===== src/rtl/mole_hit_scorer.sv =====
// Whack-a-mole hit/miss scorer: raises a pseudo-random mole on each mole_clk rise,
// judges player whacks and keeps saturating score/miss counters.
module mole_hit_scorer #(
    parameter int         NUM_MOLES = 4,
    parameter logic [7:0] LFSR_SEED = 8'hA5,
    parameter int         MAX_SCORE = 99,
    parameter int         SCORE_W   = $clog2(MAX_SCORE + 1)
) (
    input  logic                 clk,
    input  logic                 rst_n,
    input  logic                 clear,
    input  logic                 game_in_progress,
    input  logic                 mole_clk,
    input  logic [NUM_MOLES-1:0] whack_buttons,
    output logic [NUM_MOLES-1:0] mole_leds,
    output logic [SCORE_W-1:0]   score,
    output logic [SCORE_W-1:0]   misses,
    output logic                 hit_pulse,
    output logic                 miss_pulse
);

    localparam int                 POS_W     = (NUM_MOLES > 2) ? $clog2(NUM_MOLES) : 1;
    localparam logic [7:0]         SEED      = (LFSR_SEED == 8'h00) ? 8'h01 : LFSR_SEED;
    localparam logic [SCORE_W-1:0] SCORE_MAX = SCORE_W'(MAX_SCORE);

    typedef enum logic [1:0] {IDLE, HIDDEN, UP, HIT} state_t;

    state_t               state, state_next;
    logic [7:0]           lfsr, lfsr_next;
    logic [POS_W-1:0]     last_pos, pick_raw, pick;
    logic                 mole_q, mole_rise, mole_fall;
    logic [NUM_MOLES-1:0] btn_q, btn_rise, lit_mask;
    logic                 hit_ev, miss_ev, latch_pos;

    assign mole_rise = mole_clk & ~mole_q;
    assign mole_fall = ~mole_clk & mole_q;
    assign btn_rise  = whack_buttons & ~btn_q;
    assign lit_mask  = NUM_MOLES'(1) << last_pos;
    assign lfsr_next = lfsr[0] ? ((lfsr >> 1) ^ 8'hB8) : (lfsr >> 1);

    // Never light the same hole twice in a row.
    always_comb begin
        pick_raw = POS_W'(32'(lfsr) % NUM_MOLES);
        pick     = pick_raw;
        if (pick_raw == last_pos)
            pick = (pick_raw == POS_W'(NUM_MOLES - 1)) ? '0 : pick_raw + 1'b1;
    end

    always_ff @(posedge clk or negedge rst_n) begin
        if (!rst_n) begin
            lfsr     <= SEED;
            mole_q   <= 1'b0;
            btn_q    <= '0;
            last_pos <= '0;
        end else begin
            lfsr   <= lfsr_next;
            mole_q <= mole_clk;
            btn_q  <= whack_buttons;
            if (latch_pos)
                last_pos <= pick;
        end
    end

    always_ff @(posedge clk or negedge rst_n) begin
        if (!rst_n)
            state <= IDLE;
        else
            state <= state_next;
    end

    always_comb begin
        state_next = state;
        hit_ev     = 1'b0;
        miss_ev    = 1'b0;
        latch_pos  = 1'b0;
        if (clear || !game_in_progress) begin
            state_next = IDLE;
        end else begin
            case (state)
                IDLE: state_next = HIDDEN;
                HIDDEN: begin
                    miss_ev = |btn_rise;
                    if (mole_rise) begin
                        latch_pos  = 1'b1;
                        state_next = UP;
                    end
                end
                UP: begin
                    // A correct whack wins over any wrong button or escape in the same cycle.
                    if (|(btn_rise & lit_mask)) begin
                        hit_ev     = 1'b1;
                        state_next = mole_fall ? HIDDEN : HIT;
                    end else begin
                        miss_ev = (|btn_rise) | mole_fall;
                        if (mole_fall)
                            state_next = HIDDEN;
                    end
                end
                HIT: begin
                    if (mole_fall)
                        state_next = HIDDEN;
                end
                default: state_next = IDLE;
            endcase
        end
    end

    always_comb begin
        mole_leds = (state == UP) ? lit_mask : '0;
    end

    always_ff @(posedge clk or negedge rst_n) begin
        if (!rst_n) begin
            score      <= '0;
            misses     <= '0;
            hit_pulse  <= 1'b0;
            miss_pulse <= 1'b0;
        end else if (clear) begin
            score      <= '0;
            misses     <= '0;
            hit_pulse  <= 1'b0;
            miss_pulse <= 1'b0;
        end else begin
            hit_pulse  <= hit_ev;
            miss_pulse <= miss_ev;
            if (hit_ev && score != SCORE_MAX)
                score <= score + 1'b1;
            if (miss_ev && misses != SCORE_MAX)
                misses <= misses + 1'b1;
        end
    end

endmodule


===== config.mk =====
export PLATFORM = sky130hd
export DESIGN_NAME = mole_hit_scorer
export DESIGN_NICKNAME = d
export VERILOG_FILES = /design/src/rtl/mole_hit_scorer.sv
export SDC_FILE = /design/constraint.sdc
export NUM_CORES = 1
export LEC_CHECK = 0
export BUFFER_PORTS_ARGS = -buffer_cell sky130_fd_sc_hd__buf_2
export CELL_PAD_IN_SITES_DETAIL_PLACEMENT = 2
export CELL_PAD_IN_SITES_GLOBAL_PLACEMENT = 2
export CORE_UTILIZATION = 30
export CTS_CLUSTER_DIAMETER = 200
export DETAILED_ROUTE_END_ITERATION = 16
export GPL_TIMING_DRIVEN = 0
export PLACE_DENSITY = 0.69
export SETUP_SLACK_MARGIN = 0.02
export SYNTH_ARGS = -nofsm -noshare
export SYNTH_HDL_FRONTEND = slang
export SYNTH_SLANG_ARGS = --single-unit

===== constraint.sdc =====
create_clock -name clk -period 7.3 [get_ports clk]
set_clock_uncertainty 0.15 [all_clocks]
set_input_delay 0.365 -clock clk [delete_from_list [all_inputs] [get_ports clk]]
set_output_delay 0.365 -clock clk [all_outputs]
set_load 0.02 [all_outputs]

### Word-level counts from Yosys, hierarchy flattened

Cells that the tools add are included.

| word-level totals | value |
|---|---|
| input bits | 9 |
| output and inout port bits | 20 |
| register bits after elaboration | 33 |
| logic and storage cells | 64 |

| operators by class | value |
|---|---|
| bitwise operators | 9 |
| equality and inequality tests | 8 |
| mux-type cells | 25 |
| $add $sub $neg | 3 |
| reductions and logical operators | 9 |
| shift operators | 1 |

Operators with widths:

| kind | number |
|---|---|
| $mux 7 | 4 |
| $add 7x1->7 const B | 2 |
| $mux 2 | 7 |
| $ne 7x7->1 const B | 2 |
| $mux 1 | 10 |
| $and 4x4->4 | 2 |
| $mux 8 | 1 |
| $pmux 2 s4 | 1 |
| $reduce_or 4->1 | 2 |
| $eq 2x2->1 const B | 3 |
| $mux 4 | 1 |
| $not 3->4 | 1 |
| $not 4->4 | 1 |
| $reduce_bool 2->1 | 2 |
| $shl 1x2->4 const A | 1 |
| $ne 3x3->1 const B | 1 |
| $add 2x1->2 const B | 1 |
| $and 1x1->1 | 2 |
| $eq 2x1->1 const B | 1 |
| $eq 2x2->1 | 1 |
| $logic_and 1x1->1 | 2 |
| $logic_not 2->1 | 1 |
| $not 1->1 | 2 |
| $pmux 1 s2 | 1 |
| 3 further kinds | 3 |

### Logic depth before layout (Yosys ltp)

| depth | value |
|---|---|
| depth in word-level cells | 10 |
| mapped depth | 7 |
| depth with buffers taken out | 7 |

### Least setup slack after synthesis

Ideal clock, no wire load.

| timing path | value |
|---|---|
| path kind | flip-flop to flip-flop |
| start | register last_pos[1] |
| end | register misses[5] |
| required time | 7.072 ns |
| setup time | 0.078 ns |
| path slack | 4.982 ns |
| cell stages (with the launch flop) | 8 |
| path buffers | 1 |
| arrival time | 2.089 ns |
| clock period less this slack | 2.318 ns |
| cells stage by stage | dfrtp_1 buf_4 and4b_4 nor4_4 o211ai_1 a2111o_1 or3_1 a21oi_1 |

| on the way | value |
|---|---|
| longest elaborated chain between the ends | 8 |

Ends and longest elaborated chain:

| item | line | source |
|---|---|---|
| from (decl) | 30 | `logic [POS_W-1:0] last_pos, pick_raw, pick;` |
| from (signal assigned) | 60 | `last_pos <= pick;` |
| $shl 1x2->4 | 38 | `assign lit_mask = NUM_MOLES'(1) << last_pos;` |
| $and 4x4->4 | 90 | `if (\|(btn_rise & lit_mask)) begin` |
| $reduce_or 4->1 | 90 |  |
| $mux 1 | 90 |  |
| $pmux 1 s2 | 79 | `case (state)` |
| $mux 1 | 76 | `if (clear \|\| !game_in_progress) begin` |
| $logic_and 1x1->1 | 128 | `if (miss_ev && misses != SCORE_MAX)` |
| $reduce_bool 2->1 (no source line) | n/a |  |
| to (signal assigned) | 129 | `misses <= misses + 1'b1;` |
| to (decl) | 17 | `output logic [SCORE_W-1:0] misses,` |

Every way passes these cells.
A chain may end at the register's enable or synchronous reset.

### Worst setup path in the final report

| timing path | value |
|---|---|
| start | register last_pos[1] |
| end | register misses[6] |

The elaborated chain is that of the path after synthesis.

==> impl_metrics.yaml <==
status:
  status: "complete, no violations"
sta:
  fin_crit_sh: 0.352
  max_freq_ghz: 0.389
  setup_tns_ps: 0
  final.min_clock_period_ps: 2570
  rsz0062_at_grt: "false"
  worst_pin_slew_ps: 755
  slew_headroom: 0.497
  setup_violations: 0
  final_max_slew_viol_count: 0
  hold_viol: 0
detailed_routing:
  drt_iter0_markers: 63
  ant_nets: 0
  wl_um: 4050
  viasPerCell: 4.91
  avgRoutedWirePerCell_um: 15.6
  route.vias.total: 1272
  dr.pass1.iters: 4
  drt_drc_violations_left: 0
floorplanning:
  initial_utilization: 0.314
  die-area_sq_um: 5670
  io_pins: 29
  core_sq_um: 5140
  rows: 26
  die-width_um: 75.3
  die_y_um: 75.3
grt:
  grt-ovfl-total: 0
  grt_antenna_before_repair: 0
  track_usage: 0.162
  grt_max_degree: 34
  grt_pass1_wl_um: 6800
  grt_pass1_vias: 1367
placement:
  dpl.hpwl_um: 3060
  gp_congestion: 0.754
  placed_area_sq_um: 1840
  portBuffers: 27
clock_tree:
  cts_resized: 0
  htreeDepth: 2
  cts_buffers: 5
  ctsHoldBuffers: 0
  insertion_delay_ps: 280
  clockBufferDepth: 2
  cts_tree: "yes"
  cts.sinks: 33
  path_clk_slew_ps: 60
  post-cts-setup-buffers: 0
  cts-root-buf: "clkbuf_8"
synthesis:
  ys_seq_area_frac: 0.515
  ys_ff_latch: 33
  synth_warnings: 0
  synth.area.top_cells: "dfrtp_1 45%, dfstp_2 6.5%, ha_1 5.4%"
  synth_area_per_cell_sq_um: 10.5
  syn_area_sq_um: 1610
  synth_edf_count: 0
  synth_top_area_cell: "dfrtp_1"
  ys_async_sr_fraction: 1.00
  synth_flop_cell: "dfrtp_1"
  syn-instance-count: 154
  syn_nets: 170
  ys_types: 39
  netlist.area_leader.share: 0.450
hold_path:
  hold_class: "input pin to asynchronous set/reset pin"
final_layout:
  nFillCells: 592
  num-nets-final: 204
  n_antenna_cell: 0
  layout_common_cells: "29 x dfrtp_1, 28 x buf_2, 18 x nor2_1"
  stdcell_area_sq_um: 1940
  layout_commonest_cell: "dfrtp_1"
  final_util: 0.377
  syn2layout_area_growth_pct: 20.1
  drive_gt1_frac: 0.238
worst_setup_path:
  path_class: "flop to flop"
  critPathMaxFanout: 10
  cp.required_ps: 7350
  end_kind: "flop"
  critPathArrivalTime_ps: 2620
  start_kind: "flop"
power_and_ir_drop:
  power_leakage_nw: 0.926
  power_uw: 372
  peakVddDrop_mv: 0.0652
  power_density_nw_per_um2: 192
job:
  cap_violations: 0
-- power by group --
| group | internal, mW | total (mW) | switching [mW] |
|---|---|---|---|
| sequential | 0.187 | 0.189 | 0.00219 |
| combinational | 0.0114 | 0.0339 | 0.0225 |
| clock | 0.0852 | 0.149 | 0.0640 |
-- worst max-delay path, cell delays in order, from the launching register on --
cell,delay (ps)
dfrtp_1,390
buf_4,180
and4b_4,220
nor4_4,340
o211ai_1,210
a2111o_1,500
or3_1,380
a21oi_1,140
-- layer usage --
layer / GRT usage / wire length, um
met1: 0.209 / 1890
met2: 0.271 / 2030
met3: 0.0397 / 109
met4: 0.0432 / 19
met5: 0 / 0
-- synth_stat cells, types with 4 or more instances --
| cell type | count |
|---|---|
| nand2b_1 | 6 |
| nand4_1 | 6 |
| a21oi_1 | 12 |
| ha_1 | 7 |
| o21ai_0 | 4 |
| xor2_1 | 9 |
| nor2_1 | 18 |
| dfstp_2 | 4 |
| nand2_1 | 10 |
| inv_1 | 7 |
| dfrtp_1 | 29 |
-- layout make-up --
cell class,count,area (sq um),area share
Multi-Input combinational cell,109,732,0.378
Tap cell,70,87.6,0.0452
Clock buffer,7,96.3,0.0497
Clock inverter,1,5.00,0.00258
Buffer,5,23.8,0.0123
Timing Repair Buffer,27,135,0.0698
Inverter,7,26.3,0.0136
Sequential cell,33,831,0.429
-- kinds of logic after synthesis --
group | synth area share
XOR/XNOR | 0.0652
AND/OR/NAND/NOR | 0.208
flip-flops | 0.515
buffers and inverters | 0.0310
AO/OA/AOI/OAI | 0.100
multiplexers | 0.0264
adder cells (fa/ha/maj) | 0.0543
-- state kept, by name, indices dropped and copies added (netlist names) --
| name | flops |
|---|---|
| btn_q | 4 |
| hit_pulse | 1 |
| last_pos | 2 |
| lfsr | 8 |
| miss_pulse | 1 |
| misses | 7 |
| mole_q | 1 |
| score | 7 |
| state | 2 |
-- final timing paths --
path	startpoint	endpoint	slack, ps	cells past startpoint
min in group clk	whack_buttons[0]	btn_q[0]$_DFF_PN0_	70	1
worst max-delay path	last_pos[1]$_DFFE_PN0P_	misses[6]$_DFFE_PN0P_	4730	7
worst max register to register	last_pos[1]$_DFFE_PN0P_	misses[6]$_DFFE_PN0P_	4730	7
worst min register to register	lfsr[3]$_DFF_PN0_	lfsr[2]$_DFF_PN1_	210	0
worst min-delay path	rst_n	btn_q[0]$_DFF_PN0_	3	1
max in group asynchronous	rst_n	misses[2]$_DFFE_PN0P_	6510	1
-- stage by stage --
step	hold slack, ps	cells	setup WS (ps)
after floorplan	-80.6	154	4980
after global routing	45.8	259	4580
after CTS	35.8	259	4710
after global placement	195	251	4790
final	3.44	259	4730
after detailed placement	193	251	4730
No activity file was read; power rests on OpenSTA's default activity.
